$ cat config.mk
export PLATFORM = sky130hd
export DESIGN_NAME = sdram_arb
export DESIGN_NICKNAME = d
export VERILOG_FILES = /design/src/rtl/sdram_arb_pkg.sv /design/src/rtl/sdram_arb_fifo.sv /design/src/rtl/sdram_arb.sv
export SDC_FILE = /design/constraint.sdc
export NUM_CORES = 1
export LEC_CHECK = 0
export ABC_AREA = 1
export CORE_ASPECT_RATIO = 0.8
export CORE_MARGIN = 10
export CORE_UTILIZATION = 60
export CTS_BUF_LIST = sky130_fd_sc_hd__clkbuf_16
export CTS_CLUSTER_DIAMETER = 80
export DETAILED_ROUTE_END_ITERATION = 10
export DONT_BUFFER_PORTS = 1
export HOLD_SLACK_MARGIN = 0.08
export PLACE_DENSITY = 0.84
export SLEW_MARGIN = 20
export SYNTH_ARGS = -nofsm -noshare
export SYNTH_HDL_FRONTEND = slang
export SYNTH_HIERARCHICAL = 1
export SYNTH_SLANG_ARGS = --single-unit
$ cat constraint.sdc
create_clock -name clock -period 3.67 [get_ports clock]
set_clock_uncertainty 0.15 [all_clocks]
set_input_delay 0.5505 -clock clock [delete_from_list [all_inputs] [get_ports clock]]
set_output_delay 0.5505 -clock clock [all_outputs]
set_load 0.01 [all_outputs]
$ cat src/rtl/sdram_arb_pkg.sv
// Shared types for the SDRAM port arbiter: slot owners, FSM states, loader FIFO entry.
package sdram_arb_pkg;
  localparam int ADDR_W = 22;
  localparam int FIFO_W = ADDR_W + 8;

  typedef enum logic [1:0] {OWN_RF, OWN_DL, OWN_CPU} owner_t;
  typedef enum logic [1:0] {ST_IDLE, ST_BUSY, ST_DONE} state_t;

  typedef struct packed {
    logic [ADDR_W-1:0] addr;
    logic [7:0]        data;
  } dlEntry_t;
endpackage

$ cat src/rtl/sdram_arb_fifo.sv
// 2-entry first-word-fall-through FIFO for loader bytes; head visible combinationally.
// Push while full is accepted only when a pop happens in the same cycle.
module sdram_arb_fifo
  import sdram_arb_pkg::*;
(
  input  logic     clock,
  input  logic     reset,
  input  logic     push,
  input  dlEntry_t pushDat,
  input  logic     pop,
  output dlEntry_t popDat,
  output logic     full,
  output logic     empty
);
  dlEntry_t   mem [2];
  logic       wrPtr;
  logic       rdPtr;
  logic [1:0] count;
  logic       doPush;
  logic       doPop;

  assign full   = (count == 2'd2);
  assign empty  = (count == 2'd0);
  assign doPop  = pop && !empty;
  assign doPush = push && (!full || doPop);
  assign popDat = mem[rdPtr];

  always_ff @(posedge clock) begin
    if (doPush) mem[wrPtr] <= pushDat;
  end

  always_ff @(posedge clock) begin
    if (reset) begin
      wrPtr <= 1'b0;
      rdPtr <= 1'b0;
      count <= 2'd0;
    end else begin
      if (doPush) wrPtr <= !wrPtr;
      if (doPop)  rdPtr <= !rdPtr;
      count <= count + {1'b0, doPush} - {1'b0, doPop};
    end
  end
endmodule

$ cat src/rtl/sdram_arb.sv
// Arbitrates the SDRAM controller port: refresh > loader FIFO > CPU, one fixed-length slot at a time.
// Optional SDRAM_ARB_WAITCNT_EN adds cpu_wait, a saturating count of CPU cycles spent waiting.
module sdram_arb
  import sdram_arb_pkg::*;
#(
  parameter int CMD_CYCLES  = 8,
  parameter int RF_PEND_MAX = 3
) (
  input  logic              clock,
  input  logic              reset,
  input  logic              dl,
  input  logic              dl_wr,
  input  logic [ADDR_W-1:0] dl_a,
  input  logic [7:0]        dl_d,
  output logic              dl_ovf,
  input  logic              rf_req,
  input  logic              cpu_rd,
  input  logic              cpu_wr,
  input  logic [ADDR_W-1:0] cpu_a,
  input  logic [7:0]        cpu_d,
  output logic [7:0]        cpu_q,
  output logic              cpu_ack,
  output logic              sdr_rf,
  output logic              sdr_rd,
  output logic              sdr_wr,
  output logic [23:0]       sdr_a,
  output logic [15:0]       sdr_d,
  input  logic [15:0]       sdr_q,
  output logic              busy
`ifdef SDRAM_ARB_WAITCNT_EN
  ,output logic [15:0]      cpu_wait
`endif
);
  localparam int               PEND_W   = $clog2(RF_PEND_MAX + 1);
  localparam logic [PEND_W-1:0] PEND_MAX = PEND_W'(RF_PEND_MAX);
  localparam logic [3:0]       CNT_LOAD = 4'(CMD_CYCLES - 1);

  state_t            state, stateNext;
  owner_t            owner, winner;
  logic [3:0]        cnt;
  logic [PEND_W-1:0] rfPend;
  logic              armed, cpuReq, cpuReqQ, cpuIsRd, dlPrev;
  logic              grant, rfGrant, cpuDone;
  logic              fifoPop, fifoFull, fifoEmpty, fifoDrop;
  dlEntry_t          fifoHead;
  logic [23:0]       aHold, aCmd;
  logic [15:0]       dHold, dCmd;
  logic [7:0]        unusedSdrQ;

  assign unusedSdrQ = sdr_q[15:8];

  assign cpuReq   = (cpu_rd || cpu_wr) && armed && !dl;
  assign cpuDone  = (state == ST_DONE) && (owner == OWN_CPU);
  assign fifoPop  = (state == ST_DONE) && (owner == OWN_DL);
  assign fifoDrop = dl_wr && fifoFull && !fifoPop;
  assign rfGrant  = grant && (winner == OWN_RF);
  assign busy     = (state == ST_BUSY);
  assign sdr_a    = aCmd;
  assign sdr_d    = dCmd;

  sdram_arb_fifo u_fifo (
    .clock   (clock),
    .reset   (reset),
    .push    (dl_wr),
    .pushDat ({dl_a, dl_d}),
    .pop     (fifoPop),
    .popDat  (fifoHead),
    .full    (fifoFull),
    .empty   (fifoEmpty)
  );

  always_comb begin
    stateNext = state;
    winner    = OWN_CPU;
    grant     = 1'b0;
    sdr_rf    = 1'b0;
    sdr_rd    = 1'b0;
    sdr_wr    = 1'b0;
    aCmd      = aHold;
    dCmd      = dHold;
    case (state)
      ST_IDLE: begin
        if (rfPend != '0) begin
          winner = OWN_RF;
          grant  = 1'b1;
        end else if (!fifoEmpty) begin
          winner = OWN_DL;
          grant  = 1'b1;
        end else if (cpuReqQ) begin
          winner = OWN_CPU;
          grant  = 1'b1;
        end
        if (reset) grant = 1'b0;
        if (grant) begin
          stateNext = ST_BUSY;
          case (winner)
            OWN_RF: begin
              sdr_rf = 1'b1;
              aCmd   = '0;
              dCmd   = '0;
            end
            OWN_DL: begin
              sdr_wr = 1'b1;
              aCmd   = {2'b00, fifoHead.addr};
              dCmd   = {8'h00, fifoHead.data};
            end
            default: begin
              sdr_wr = cpu_wr;
              sdr_rd = !cpu_wr;
              aCmd   = {2'b00, cpu_a};
              dCmd   = {8'h00, cpu_d};
            end
          endcase
        end
      end
      // Leave BUSY on the edge that takes cnt to zero, so DONE is the data-valid cycle.
      ST_BUSY: if (cnt == 4'd1) stateNext = ST_DONE;
      ST_DONE: stateNext = ST_IDLE;
      default: stateNext = ST_IDLE;
    endcase
  end

  always_ff @(posedge clock) begin
    if (reset) begin
      state   <= ST_IDLE;
      owner   <= OWN_RF;
      cnt     <= 4'd0;
      rfPend  <= '0;
      armed   <= 1'b0;
      cpuReqQ <= 1'b0;
      cpuIsRd <= 1'b0;
      dlPrev  <= 1'b0;
      dl_ovf  <= 1'b0;
      cpu_ack <= 1'b0;
      cpu_q   <= 8'hFF;
      aHold   <= '0;
      dHold   <= '0;
    end else begin
      state   <= stateNext;
      cpu_ack <= cpuDone;
      dlPrev  <= dl;
      if (grant) begin
        owner   <= winner;
        cnt     <= CNT_LOAD;
        aHold   <= aCmd;
        dHold   <= dCmd;
        cpuIsRd <= sdr_rd;
      end else if (state == ST_BUSY) begin
        cnt <= cnt - 4'd1;
      end
      if (rf_req && !rfGrant && rfPend != PEND_MAX) rfPend <= rfPend + PEND_W'(1);
      else if (!rf_req && rfGrant)                  rfPend <= rfPend - PEND_W'(1);
      if (cpuDone && cpuIsRd) cpu_q <= sdr_q[7:0];
      if (!cpu_rd && !cpu_wr) armed <= 1'b1;
      else if (cpuDone)       armed <= 1'b0;
      // Registered so a CPU request raised alongside refresh/loader strobes loses to them.
      cpuReqQ <= cpuReq && !cpuDone;
      if (fifoDrop)             dl_ovf <= 1'b1;
      else if (dl && !dlPrev)   dl_ovf <= 1'b0;
    end
  end

`ifdef SDRAM_ARB_WAITCNT_EN
  logic cpuHeld;
  assign cpuHeld = cpuReq && !(grant && winner == OWN_CPU)
                   && !(state != ST_IDLE && owner == OWN_CPU);

  always_ff @(posedge clock) begin
    if (reset)                             cpu_wait <= 16'd0;
    else if (cpuHeld && cpu_wait != 16'hFFFF) cpu_wait <= cpu_wait + 16'd1;
  end
`endif
endmodule

==> results of run 1 <==
worst paths after layout:
kind / from / end / slack [ns] / cells past startpoint
worst min-delay path: reset / cnt[1]$_SDFFE_PP0P_ / 0.11 / 1
worst max-delay path: rfPend[0]$_SDFFE_PP0P_ / sdr_d[7] / 0.49 / 6
worst max register to register: state[1]$_SDFFE_PP0P_ / u_fifo/mem[0][18]$_DFFE_PP_ / 1.29 / 8
worst min register to register: aHold[22]$_SDFFE_PP0P_ / aHold[22]$_SDFFE_PP0P_ / 0.29 / 2
cell type report:
cell class                 count  area, um2
sequential                   129       3180
fill                         641       2610
multi-input combinational    353       1810
clock buffer                  18        450
timing repair buffer          38        373
inverter                      97        364
tap                          115        144
clock inverter                14       70.1
cells by family (layout without fill, tap and decap cells):
kind of cell             count (synthesis)  after routing  share of synthesized area
adder cells (fa/ha/maj)                  3              3                    0.00683
AND/OR/NAND/NOR                        273            273                      0.208
AO/OA/AOI/OAI                           45             45                     0.0410
flip-flops                             129            129                      0.579
multiplexers                            30             30                     0.0649
XOR/XNOR                                 2              2                    0.00319
buffers and inverters                  127            167                     0.0967
metal layers:
metal  part of all wire  up-vias  routed length [um]  track usage
met1               0.39     1936                4900        0.211
met5                  0        -                   0            0
met4              0.019        0                 238       0.0739
li1                   -     2003                   -            -
met3              0.089       21                1110       0.0876
met2               0.50      154                6270        0.303
critical path, delay by kind of cell, from the launching register on:
kind | cells | cell delay [ns]
DFF | 1 | 0.37
AOI/OAI and AO/OA | 1 | 0.24
and+or+nand+nor | 3 | 0.78
buffers and inverters | 2 | 0.66
power breakdown:
part / total (mW) / switching (mW) / internal, mW
combinational: 0.973 / 0.688 / 0.285
sequential: 1.74 / 0.0621 / 1.68
clock: 1.46 / 0.574 / 0.883
total: 4.17 / 1.32 / 2.85
placed cells by master, fill, tap and decap left out, types with 2 or more instances in the layout:
master / count
inv_2: 2
inv_1: 97
mux2_2: 25
nand2_1: 110
nand3_1: 79
clkbuf_16: 18
a21oi_1: 8
mux2_4: 5
buf_4: 7
clkinv_2: 8
dfxtp_1: 69
dlygate4sd3_1: 30
o21ai_1: 25
ha_1: 3
nor2_1: 74
nor2_4: 4
o21ai_0: 12
nand2_2: 2
edfxtp_1: 60
inv_4: 3
through the flow:
| step | worst slack (ns) | instances |
|---|---|---|
| final | 0.493 | 764 |
| after global routing | 0.236 | 764 |
| after global placement | 0.984 | 701 |
| after floorplan | 0.969 | 609 |
| after detailed placement | 0.945 | 701 |
| after CTS | 0.477 | 764 |
registers in the layout, indices dropped and copies added (netlist names), 2 cells and up, named ones only:
name and cells:
state 2, owner 2, aHold 24, u_fifo/count 2, u_fifo/mem 60, cpu_q 8, dHold 16, rfPend 2
cnt 4
timing repair:
action	4_1_cts	5_1_grt
hold endpoints to repair	98	0
buffers inserted	0	0
hold buffers	31	0
==> impl_metrics.py, run 1 <==
metrics = {
    "floorplan": {
        "io_pins": 137,
        "die-width_um": 127,
        "initial_core_util": 0.611,
        "rows": 31,
        "die_h_um": 106,
        "die_area_um2": 13400,
        "core_area_um2": 9000,
    },
    "critical_path": {
        "end_kind": "output port",
        "arrival_ns": 2.48,
        "worstPathRequired_ns": 2.97,
        "cp_max_fo": 56,
        "worstSetupStartpointType": "flip-flop",
        "critical_path_class": "reg2out",
        "cp_slowest_cell": "buf_4",
        "worstPathCellList": "nor2_4, nand2_1, nand2_2, buf_4, o21ai_0, inv_1",
        "cpPeakStageDelay_ns": 0.50,
    },
    "global_routing": {
        "grt_use_total": 0.187,
        "antenna_found_initial": 0,
        "grt_pass1_wl_mm": 20.0,
        "overflow": 0,
        "grt_pass1_vias": 4058,
        "grt_max_degree": 57,
    },
    "synth": {
        "synthArstFlopShare": 0,
        "synth-edff-count": 60,
        "yosysMostFrequentCell": "nand2_1",
        "ys.flop_type": "dfxtp_1",
        "synthesis.area_um2": 5500,
        "syn_inst": 609,
        "yosys_warnings": 6,
        "seq_area_frac_synth": 0.579,
        "synth_common_cells": "nand2_1, inv_1, nand3_1, nor2_1, dfxtp_1",
        "ys_types": 26,
        "yosys-top-cells-area": "edfxtp_1, dfxtp_1, nand2_1",
        "synth-seq-cells": 129,
        "avgSynthCellArea_um2": 9.03,
        "yosysTopAreaCell": "edfxtp_1",
        "netlist.area_leader.share": 0.328,
        "syn_nets": 695,
    },
    "pwr": {
        "finalPower_mw": 4.17,
        "p_leak_nw": 2.92,
        "ir_drop_mv": 0.454,
        "power_density_nw_per_um2": 653,
    },
    "timing": {
        "period_minus_slack_ns": 3.18,
        "setup_tns_ns": 0,
        "slew_headroom": 0.370,
        "post-route-period-util": 0.866,
        "finalHoldViolations": 0,
        "rsz0062_at_grt": "false",
        "hold_ws_ns": 0.111,
        "tightest_slew_ns": 0.942,
        "slew_violations": 0,
        "setup_viol": 0,
        "max_clock_freq_mhz": 315,
    },
    "finish": {
        "fin_nets": 722,
        "areaGrowthSynthToFinish_pct": 16.2,
        "stdcell_area_um2": 6390,
        "fin_util": 0.710,
        "drive_above_1_share": 0.119,
        "antennaDiodeCount": 0,
    },
    "placed_design": {
        "place_hpwl_mm": 8.12,
        "finalWeightedCongestion": 0.770,
        "io_buffer_count": 0,
        "dpl_cell_area_um2": 5550,
    },
    "clock_network": {
        "cts.reportedPaths.clkPinSlew_ns": 0.05,
        "ctsResizeCount": 0,
        "numCtsBuffers": 17,
        "worstSkewPairLatency_ns": 0.41,
        "htreeDepth": 4,
        "cts_root_buffer": "clkbuf_16",
        "cts_buffer_depth": 2,
        "numClockSinks": 129,
        "cts_tree": "built",
    },
    "run_status": {
        "status": "finished, final reports clean",
    },
    "route": {
        "drt_wl_total_mm": 12.5,
        "antenna_left": 0,
        "via_count": 4114,
        "wl_per_cell_um": 16.4,
        "drt-pass1-iter-count": 5,
        "drcViolationCount": 0,
        "drt_first_iter_violations": 274,
        "viasPerCell": 5.38,
    },
    "flow_run": {
        "cap_violations": 0,
    },
    "min_path": {
        "hold_class": "in2reg",
    },
}
No activity file was read; power rests on OpenSTA's default activity.
==> inputs of run 2 (changes only) <==
--- a/config.mk
+++ b/config.mk
@@ -6,6 +6,7 @@
 export NUM_CORES = 1
 export LEC_CHECK = 0
 export ABC_AREA = 1
+export CAP_MARGIN = 25
 export CORE_ASPECT_RATIO = 0.8
 export CORE_MARGIN = 10
 export CORE_UTILIZATION = 60
==> results of run 2 <==
Final layout, timing and power as in run 1 (identical DEF).
